**config.mk**
```make
export PLATFORM = sky130hd
export DESIGN_NAME = begin_alu_param
export DESIGN_NICKNAME = d
export VERILOG_FILES = /design/src/rtl/begin_alu_param.sv
export SDC_FILE = /design/constraint.sdc
export NUM_CORES = 1
export LEC_CHECK = 0
export ABC_AREA = 1
export BUFFER_PORTS_ARGS = -buffer_cell sky130_fd_sc_hd__buf_4
export CAP_MARGIN = 20
export CORE_MARGIN = 4
export CORE_UTILIZATION = 45
export CTS_CLUSTER_SIZE = 40
export DETAILED_ROUTE_END_ITERATION = 7
export GPL_TIMING_DRIVEN = 0
export PLACE_DENSITY = 0.62
export SETUP_SLACK_MARGIN = 0.05
export SLEW_MARGIN = 15
export SYNTH_ARGS = -nofsm -noshare
export SYNTH_HDL_FRONTEND = slang
export SYNTH_SLANG_ARGS = --single-unit
```
**constraint.sdc**
```tcl
create_clock -name clk -period 4.7 [get_ports clk]
set_clock_uncertainty 0.15 [all_clocks]
set_input_delay 0.47 -clock clk [delete_from_list [all_inputs] [get_ports clk]]
set_output_delay 0.47 -clock clk [all_outputs]
set_load 0.05 [all_outputs]
```
**src/rtl/begin_alu_param.sv**
```systemverilog
// Multi-cycle signed ALU: add/sub, radix-4 Booth multiply, non-restoring divide.
// Start with BEGIN, single-cycle END pulse on completion; results hold until next start.
module begin_alu_param #(
  parameter int WIDTH = 8
) (
  input  logic             clk,
  input  logic             reset,
  input  logic             BEGIN,
  input  logic [1:0]       op_code,
  input  logic [WIDTH-1:0] opA,
  input  logic [WIDTH-1:0] opB,
  output logic [WIDTH-1:0] result_lo,
  output logic [WIDTH-1:0] result_hi,
  output logic             ovf,
  output logic             dz,
  output logic             busy,
  output logic             END,
  output logic [2:0]       state_debug
);

  localparam int SW   = $clog2(WIDTH) + 1;
  localparam int HALF = WIDTH / 2;

  typedef enum logic [2:0] {
    IDLE   = 3'd0,
    LOAD   = 3'd1,
    ADDSUB = 3'd2,
    MUL    = 3'd3,
    DIV    = 3'd4,
    DIVFIX = 3'd5,
    DONE   = 3'd6
  } state_t;

  state_t             state_q, state_d;
  logic [1:0]         op_q, op_d;
  logic [WIDTH-1:0]   a_q, a_d, b_q, b_d;
  logic [SW-1:0]      step_q, step_d;
  logic [2*WIDTH-1:0] acc_q, acc_d, mcand_q, mcand_d;
  logic [WIDTH:0]     mplr_q, mplr_d;
  logic [WIDTH+1:0]   rem_q, rem_d;
  logic [WIDTH-1:0]   quo_q, quo_d, dvs_q, dvs_d;
  logic [WIDTH-1:0]   lo_q, lo_d, hi_q, hi_d;
  logic               ovf_q, ovf_d, dz_q, dz_d;

  // Shared add/sub adder: subtraction as opA + ~opB + 1 on sign-extended operands
  logic [WIDTH:0] as_sum;
  assign as_sum = {a_q[WIDTH-1], a_q}
                + ({b_q[WIDTH-1], b_q} ^ {(WIDTH+1){op_q[0]}})
                + {{WIDTH{1'b0}}, op_q[0]};

  // Booth radix-4 partial product from the low three multiplier bits
  logic [2:0]         booth;
  logic               pp_neg;
  logic [2*WIDTH-1:0] pp_mag, pp, mul_sum;
  always_comb begin
    booth  = mplr_q[2:0];
    pp_neg = booth[2] & ~(booth[1] & booth[0]);
    case (booth)
      3'b001, 3'b010, 3'b101, 3'b110: pp_mag = mcand_q;
      3'b011, 3'b100:                 pp_mag = {mcand_q[2*WIDTH-2:0], 1'b0};
      default:                        pp_mag = '0;
    endcase
    pp      = pp_neg ? ~pp_mag : pp_mag;
    mul_sum = acc_q + pp + {{(2*WIDTH-1){1'b0}}, pp_neg};
  end

  logic [WIDTH-1:0] abs_a, abs_b, rem_fix;
  logic [WIDTH+1:0] rem_sh, dvs_ext, div_sum;
  assign abs_a   = a_q[WIDTH-1] ? -a_q : a_q;
  assign abs_b   = b_q[WIDTH-1] ? -b_q : b_q;
  assign rem_sh  = {rem_q[WIDTH:0], quo_q[WIDTH-1]};
  assign dvs_ext = {2'b00, dvs_q};
  assign div_sum = rem_q[WIDTH+1] ? rem_sh + dvs_ext : rem_sh - dvs_ext;
  // Final remainder lies in [0, |opB|), so restoration fits in WIDTH bits
  assign rem_fix = rem_q[WIDTH-1:0] + (rem_q[WIDTH+1] ? dvs_q : '0);

  always_comb begin
    state_d = state_q;
    op_d    = op_q;
    a_d     = a_q;
    b_d     = b_q;
    step_d  = step_q;
    acc_d   = acc_q;
    mcand_d = mcand_q;
    mplr_d  = mplr_q;
    rem_d   = rem_q;
    quo_d   = quo_q;
    dvs_d   = dvs_q;
    lo_d    = lo_q;
    hi_d    = hi_q;
    ovf_d   = ovf_q;
    dz_d    = dz_q;
    case (state_q)
      IDLE: begin
        if (BEGIN) begin
          op_d    = op_code;
          a_d     = opA;
          b_d     = opB;
          step_d  = '0;
          lo_d    = '0;
          hi_d    = '0;
          ovf_d   = 1'b0;
          dz_d    = 1'b0;
          state_d = LOAD;
        end
      end
      LOAD: begin
        step_d  = '0;
        acc_d   = '0;
        mcand_d = {{WIDTH{a_q[WIDTH-1]}}, a_q};
        mplr_d  = {b_q, 1'b0};
        rem_d   = '0;
        quo_d   = abs_a;
        dvs_d   = abs_b;
        case (op_q)
          2'b10: state_d = MUL;
          2'b11: begin
            if (b_q != '0) begin
              state_d = DIV;
            end else if (step_q == '0) begin
              // Divide-by-zero dwells one extra LOAD cycle to keep its 3-edge latency
              step_d = SW'(1);
            end else begin
              lo_d    = '1;
              hi_d    = a_q;
              dz_d    = 1'b1;
              state_d = DONE;
            end
          end
          default: state_d = ADDSUB;
        endcase
      end
      ADDSUB: begin
        lo_d    = as_sum[WIDTH-1:0];
        hi_d    = {WIDTH{as_sum[WIDTH-1]}};
        ovf_d   = as_sum[WIDTH] ^ as_sum[WIDTH-1];
        state_d = DONE;
      end
      MUL: begin
        if (step_q == SW'(HALF)) begin
          {hi_d, lo_d} = acc_q;
          state_d      = DONE;
        end else begin
          acc_d   = mul_sum;
          mcand_d = mcand_q << 2;
          mplr_d  = {{2{mplr_q[WIDTH]}}, mplr_q[WIDTH:2]};
          step_d  = step_q + SW'(1);
        end
      end
      DIV: begin
        if (step_q == SW'(WIDTH)) begin
          state_d = DIVFIX;
        end else begin
          rem_d  = div_sum;
          quo_d  = {quo_q[WIDTH-2:0], ~div_sum[WIDTH+1]};
          step_d = step_q + SW'(1);
        end
      end
      DIVFIX: begin
        lo_d    = (a_q[WIDTH-1] ^ b_q[WIDTH-1]) ? -quo_q : quo_q;
        hi_d    = a_q[WIDTH-1] ? -rem_fix : rem_fix;
        ovf_d   = (a_q == {1'b1, {(WIDTH-1){1'b0}}}) && (b_q == '1);
        step_d  = '0;
        state_d = DONE;
      end
      DONE:    state_d = IDLE;
      default: state_d = IDLE;
    endcase
  end

  always_ff @(posedge clk or posedge reset) begin
    if (reset) begin
      state_q <= IDLE;
      op_q    <= '0;
      a_q     <= '0;
      b_q     <= '0;
      step_q  <= '0;
      acc_q   <= '0;
      mcand_q <= '0;
      mplr_q  <= '0;
      rem_q   <= '0;
      quo_q   <= '0;
      dvs_q   <= '0;
      lo_q    <= '0;
      hi_q    <= '0;
      ovf_q   <= 1'b0;
      dz_q    <= 1'b0;
    end else begin
      state_q <= state_d;
      op_q    <= op_d;
      a_q     <= a_d;
      b_q     <= b_d;
      step_q  <= step_d;
      acc_q   <= acc_d;
      mcand_q <= mcand_d;
      mplr_q  <= mplr_d;
      rem_q   <= rem_d;
      quo_q   <= quo_d;
      dvs_q   <= dvs_d;
      lo_q    <= lo_d;
      hi_q    <= hi_d;
      ovf_q   <= ovf_d;
      dz_q    <= dz_d;
    end
  end

  assign result_lo   = lo_q;
  assign result_hi   = hi_q;
  assign ovf         = ovf_q;
  assign dz          = dz_q;
  assign busy        = (state_q != IDLE) && (state_q != DONE);
  assign END         = (state_q == DONE);
  assign state_debug = state_q;

endmodule
```
* Word level (Yosys, flattened, before mapping)
Index checks and enable logic that the tools add are counted.
** Cells by class
- Add/subtract/negate cells :: 12
- Reductions and logical operators :: 24
- Bitwise logic cells :: 9
- Multiplexer cells :: 49
- Equal/unequal tests :: 28
** Operator list (count)
- $mux W8 :: 16
- $pmux W16 S2 :: 3
- $pmux W8 S5 :: 2
- $mux W16 :: 3
- $neg A8 Y8 :: 4
- $mux W10 :: 2
- $pmux W10 S2 :: 1
- $pmux W4 S5 :: 1
- $eq A3 B3 Y1 const B :: 6
- $pmux W9 S2 :: 1
- $add A16 B1 Y16 :: 1
- $add A16 B16 Y16 :: 1
- $eq A8 B8 Y1 const B :: 2
- $ne A2 B2 Y1 const B :: 8
- $not A16 Y16 :: 1
- $pmux W8 S2 :: 1
- $mux W3 :: 5
- $pmux W3 S5 :: 1
- $eq A3 B2 Y1 const B :: 4
- $mux W4 :: 3
- $add A10 B8 Y10 :: 1
- $reduce_and A2 Y1 :: 5
- $reduce_bool A5 Y1 :: 2
- $sub A10 B8 Y10 :: 1
- other kinds (29) :: 47
** Storage, ports and cells
- Output and inout port bits :: 23
- Flip-flop bits (word level) :: 110

* Longest topological paths before layout
- Depth after elaboration :: 9
- Gate-level depth with buffers :: 19
- Depth with buffers taken out :: 18

* Least setup slack after synthesis
No wires, ideal clock.
- Path type :: register to output
- Start point :: register state_q[2] (netlist: state_debug[2])
- End point :: output busy
- Path slack :: 1.483 ns
- Data required time :: 4.080 ns
- Cell stages (with the launch flop) :: 4
- Arrival time :: 2.597 ns
- Cell sequence :: dfrtp_1 -> inv_2 -> nor3_1 -> nor2_1
** On the way
- Longest elaborated chain between the ends :: 2
- Elaborated cells between the ends (all ways) :: 3
- Classes of those cells :: eq/ne (1); reduce/logical (2)
** Ends and longest elaborated chain
- from (decl) :: RTL line 34 : state_t state_q, state_d;
- from (signal assigned) :: RTL line 189 : state_q <= state_d;
- $ne A3 B3 Y1 / $reduce_bool A3 Y1 (equally long branches) :: RTL line 211 : assign busy = (state_q != IDLE) && (state_q != DONE);
- $logic_and A1 B1 Y1 (*) :: RTL line 211
- to (decl) :: RTL line 16 : output logic busy,
Every way passes the cells marked *; elsewhere a longest branch is shown, timed or not.

* Worst setup path after layout
- Start point :: register mplr_q[0]
- End point :: register acc_q[11]
** On the way
- Longest elaborated chain between the ends :: 9
- Elaborated cells between the ends (all ways) :: 18
- Classes of those cells :: add/sub (2); eq/ne (6); mux (4); bitwise (4); reduce/logical (2)
** Ends and longest elaborated chain
- from (decl) :: RTL line 39 : logic [WIDTH:0] mplr_q, mplr_d;
- from (signal assigned) :: RTL line 196 : mplr_q <= mplr_d;
- $eq A3 B1 Y1 (tied with other cells) :: RTL line 58 : case (booth)
- $reduce_or A4 Y1 / $reduce_or A2 Y1 (equally long branches) :: RTL line 58
- $pmux W16 S2 :: RTL line 58
- $not A16 Y16 :: RTL line 63 : pp = pp_neg ? ~pp_mag : pp_mag;
- $mux W16 :: RTL line 63
- $add A16 B16 Y16 :: RTL line 64 : mul_sum = acc_q + pp + {{(2*WIDTH-1){1'b0}}, pp_neg};
- $add A16 B1 Y16 (*) :: RTL line 64
- $mux W16 (*) :: RTL line 140 : if (step_q == SW'(HALF)) begin
- $pmux W16 S2 (*) :: RTL line 93 : case (state_q)
- to (signal assigned) :: RTL line 178 : acc_q <= '0;
- to (signal assigned) :: RTL line 194 : acc_q <= acc_d;
- to (decl) :: RTL line 38 : logic [2*WIDTH-1:0] acc_q, acc_d, mcand_q, mcand_d;
Every way passes the cells marked *; elsewhere a longest branch is shown, timed or not. The select of a mux whose other input is x is not followed.
A chain may end at the register's enable or synchronous reset.

==> out/results.md <==
Clock network
• sky130_fd_sc_hd__clkbuf_16 — clock root buffer master
• 80 ps — post-CTS clock slew at the launch and capture registers of the worst setup and hold paths
• 360 ps — clock latency of the later-clocked register in the worst-skew pair
• 0 — cts repair resizes
• 0 — Post-CTS Setup Inserts
• 0 — number of buffers added to fix hold violations after cts
• 9 — number of clock buffers inserted by TritonCTS
• 110 — clock tree sinks
• done — clock tree from TritonCTS
• 3 — depth of the CTS H-tree
• 2 — buffer depth of the longest clock path

Cells and area
• 1215 — NumNets Final
• 0.00275 mm^2 — total area of sequential cells
• 51.3% — utilization after layout
• 0 — number of diodes added for antenna fixing
• 1752 — Filler cells
• 9.15% — fraction of layout instances using a drive strength above 1
• 11.8% — synth-to-layout area growth
• 0.00445 mm^2 — total area of multi-input combinational cells

Logic synthesis
• 1160 — net count of the mapped netlist
• 1088 — synthesized netlist cell count
• sky130_fd_sc_hd__dfrtp_1 35%, sky130_fd_sc_hd__nand2_1 14%, sky130_fd_sc_hd__ha_1 7.4% — leading cell types by total area after synthesis
• 110 — synthesis-stage register bit count
• sky130_fd_sc_hd__dfrtp_1 — most used flip-flop cell after synthesis
• 0 — number of flops mapped to enable cells by yosys
• sky130_fd_sc_hd__dfrtp_1 — cell taking the most area after synthesis
• 54 — unique cell type count in the Yosys netlist
• 0 — Ys Warns
• 0.00794 mm^2 — cell area after technology mapping
• 7.29 um^2 — synthesized area divided by synthesized cell count
• 34.7% — area share of the largest cell type after synthesis
• 100% — ys async rst share
• 34.7% — sequential element share of the synthesized area

Worst setup path
• reg2reg — Crit Path Category
• 10 — critical-path maximum fanout
• mplr_q[0] — CP Launch Point
• register — type of destination of the critical path
• register — startpoint class of the critical path
• 3190 ps — Worst EP arrival
• 4800 ps — WP data required
• mplr_q[0] — worst flop-to-flop path startpoint

Global routing
• 0 — antenna violations before repair
• 0 — grt ovf
• 22.8% — Overall Global Routing Usage
• 36.5 mm — wire length of the first global-routing pass
• 6959 — via count of the first global-routing pass
• 57 — maximum number of pins on one net before global-route repair

Die
• 44 — I/O pins
• 0.0173 mm^2 — core area
• 45.9% — initial core utilization
• 48 — Row Count
• 141 um — Chip Width
• 0.0198 mm^2 — floorplan die area
• 141 um — vertical extent of the die

Drt
• 0 — remaining antenna violation count after routing
• 0 — detailed-route DRC error count
• 15.8 um — WL per Instance
• 5.33 — drt via density
• 21.7 mm — final WL
• 529 — initial DRC count
• 7322 — vias post-DR
• 5 — router iterations before antenna repair

Placement
• 0.988 — routability congestion estimate
• 43 — Port-buffer cells
• 17.1 mm — post-DP HPWL
• 1700 ps — dpl ws

STA
• 635 ps — worst slew pin tran
• 0 — max-slew violations
• 0 — number of failing setup endpoints in the final timing report
• 1610 ps — worst-case setup margin in the final layout
• 4 — final hold viol count
• -6.67 ps — final worst hold slack
• 65.8% — period utilisation layout
• no — setup repair after global routing missed its margin
• 0.323 GHz — Max Freq
• 3090 ps — final critical path time including I/O delays and setup
• 57.6% — max_slew headroom

Status
• negative hold slack — failing checks
• complete, but fails checks — run status

Min path
• in2async — path class of the lowest-slack min-delay path

Flow run
• 0 — reported max-cap violation count

==> layout by cell type (no fill, tap or decap), drive strengths merged, types with 28 or more instances in the layout <==
cell	instances
clkbuf	28
xor2	36
nand2	294
o21ai	114
buf	60
a21oi	61
dfrtp	110
nor2	57
inv	146
ha	47
nand3	55
==> cells by family (layout without fill, tap and decap cells) <==
family,after synthesis,after routing,share of synthesized area [%]
AO/OA/AOI/OAI,252,252,18.2
flip-flops,110,110,34.7
buffers and inverters,181,241,9.24
XOR/XNOR,42,42,4.63
AND/OR/NAND/NOR,452,452,24.8
adder cells (fa/ha/maj),51,51,8.42
==> registers in the layout, summed over array words and instances (netlist names) <==
| register | cells |
|---|---|
| a_q | 8 |
| acc_q | 16 |
| b_q | 8 |
| dvs_q | 8 |
| dz | 1 |
| mcand_q | 16 |
| mplr_q | 9 |
| op_q | 2 |
| ovf | 1 |
| quo_q | 8 |
| rem_q | 10 |
| result_hi | 8 |
| result_lo | 8 |
| state_debug | 3 |
| step_q | 4 |
==> final timing paths <==
path / slack, ps / to / cells after the start
max in group asynchronous: 3740 / result_hi[7] / 3
worst max register to register: 1610 / acc_q[11] / 17
worst max-delay path: 1610 / acc_q[11] / 17
min in group clk: 150 / b_q[2] / 3
worst min register to register: 330 / result_lo[3] / 2
worst min-delay path: -7 / step_q[2] / 2
==> synth_stat cells, drive strengths merged, types with 2 or more instances <==
cell	count
o2111ai	2
o221ai	9
fa	4
nor3	20
nor4	2
a21o	3
nand4	13
clkbuf	17
dfrtp	110
buf	16
nand2	294
o31ai	4
o211ai	23
nor2	57
a21oi	61
xor2	36
or2	4
o21a	2
inv	146
clkinv	2
xnor2	6
o22ai	16
o21ai	114
a22oi	2
ha	47
nand3b	5
nand3	55
a31oi	8
==> through the flow <==
| stage | cells | instance area (um^2) | setup TNS (ps) | hold WS [ps] |
|---|---|---|---|---|
| 4_1_cts | 1373 | 8870 | 0 | 20.2 |
| 2_1_floorplan | 1088 | 7940 | 0 | 292 |
| 6_report | 1373 | 8870 | 0 | -6.67 |
| 3_5_place_dp | 1357 | 8570 | 0 | 312 |
| 3_3_place_gp | 1356 | 8540 | -35350 | 307 |
| 5_1_grt | 1373 | 8870 | 0 | 42.7 |
==> worst max-delay path, cell delays in order, from the launching register on <==
cell and delay, ps:
sky130_fd_sc_hd__dfrtp_1 380, sky130_fd_sc_hd__nand2_1 110, sky130_fd_sc_hd__nand2_1 60, sky130_fd_sc_hd__nand2_1 200, sky130_fd_sc_hd__clkbuf_1 370, sky130_fd_sc_hd__o22ai_1 150, sky130_fd_sc_hd__xor2_1 170, sky130_fd_sc_hd__ha_1 380
sky130_fd_sc_hd__nand2_1 70, sky130_fd_sc_hd__nand2_1 60, sky130_fd_sc_hd__inv_1 50, sky130_fd_sc_hd__o21a_1 200, sky130_fd_sc_hd__nand2_1 120, sky130_fd_sc_hd__nand2_1 60, sky130_fd_sc_hd__nand2_1 120, sky130_fd_sc_hd__nand2_1 100
sky130_fd_sc_hd__a21oi_1 140, sky130_fd_sc_hd__o21ai_1 80
==> final cells by class <==
| class | count | area share [%] |
|---|---|---|
| buffer | 33 | 1.83 |
| clock buffer | 11 | 2.74 |
| clock inverter | 5 | 0.663 |
| inverter | 148 | 6.49 |
| multi-input combinational | 797 | 50.1 |
| sequential | 110 | 31.0 |
| tap | 225 | 3.17 |
| timing repair buffer | 44 | 3.95 |
==> metal layers <==
metal	vias to the layer above	share of wire (%)	track usage, %
li1	3737	-	-
met2	193	42	34.5
met1	3366	51	34.5
met3	26	5.1	2.78
met4	0	1.8	6.32
met5	-	0	0
Power is not shown: default switching activity piles up to over one toggle a cycle in this logic, so the estimate is an artifact.
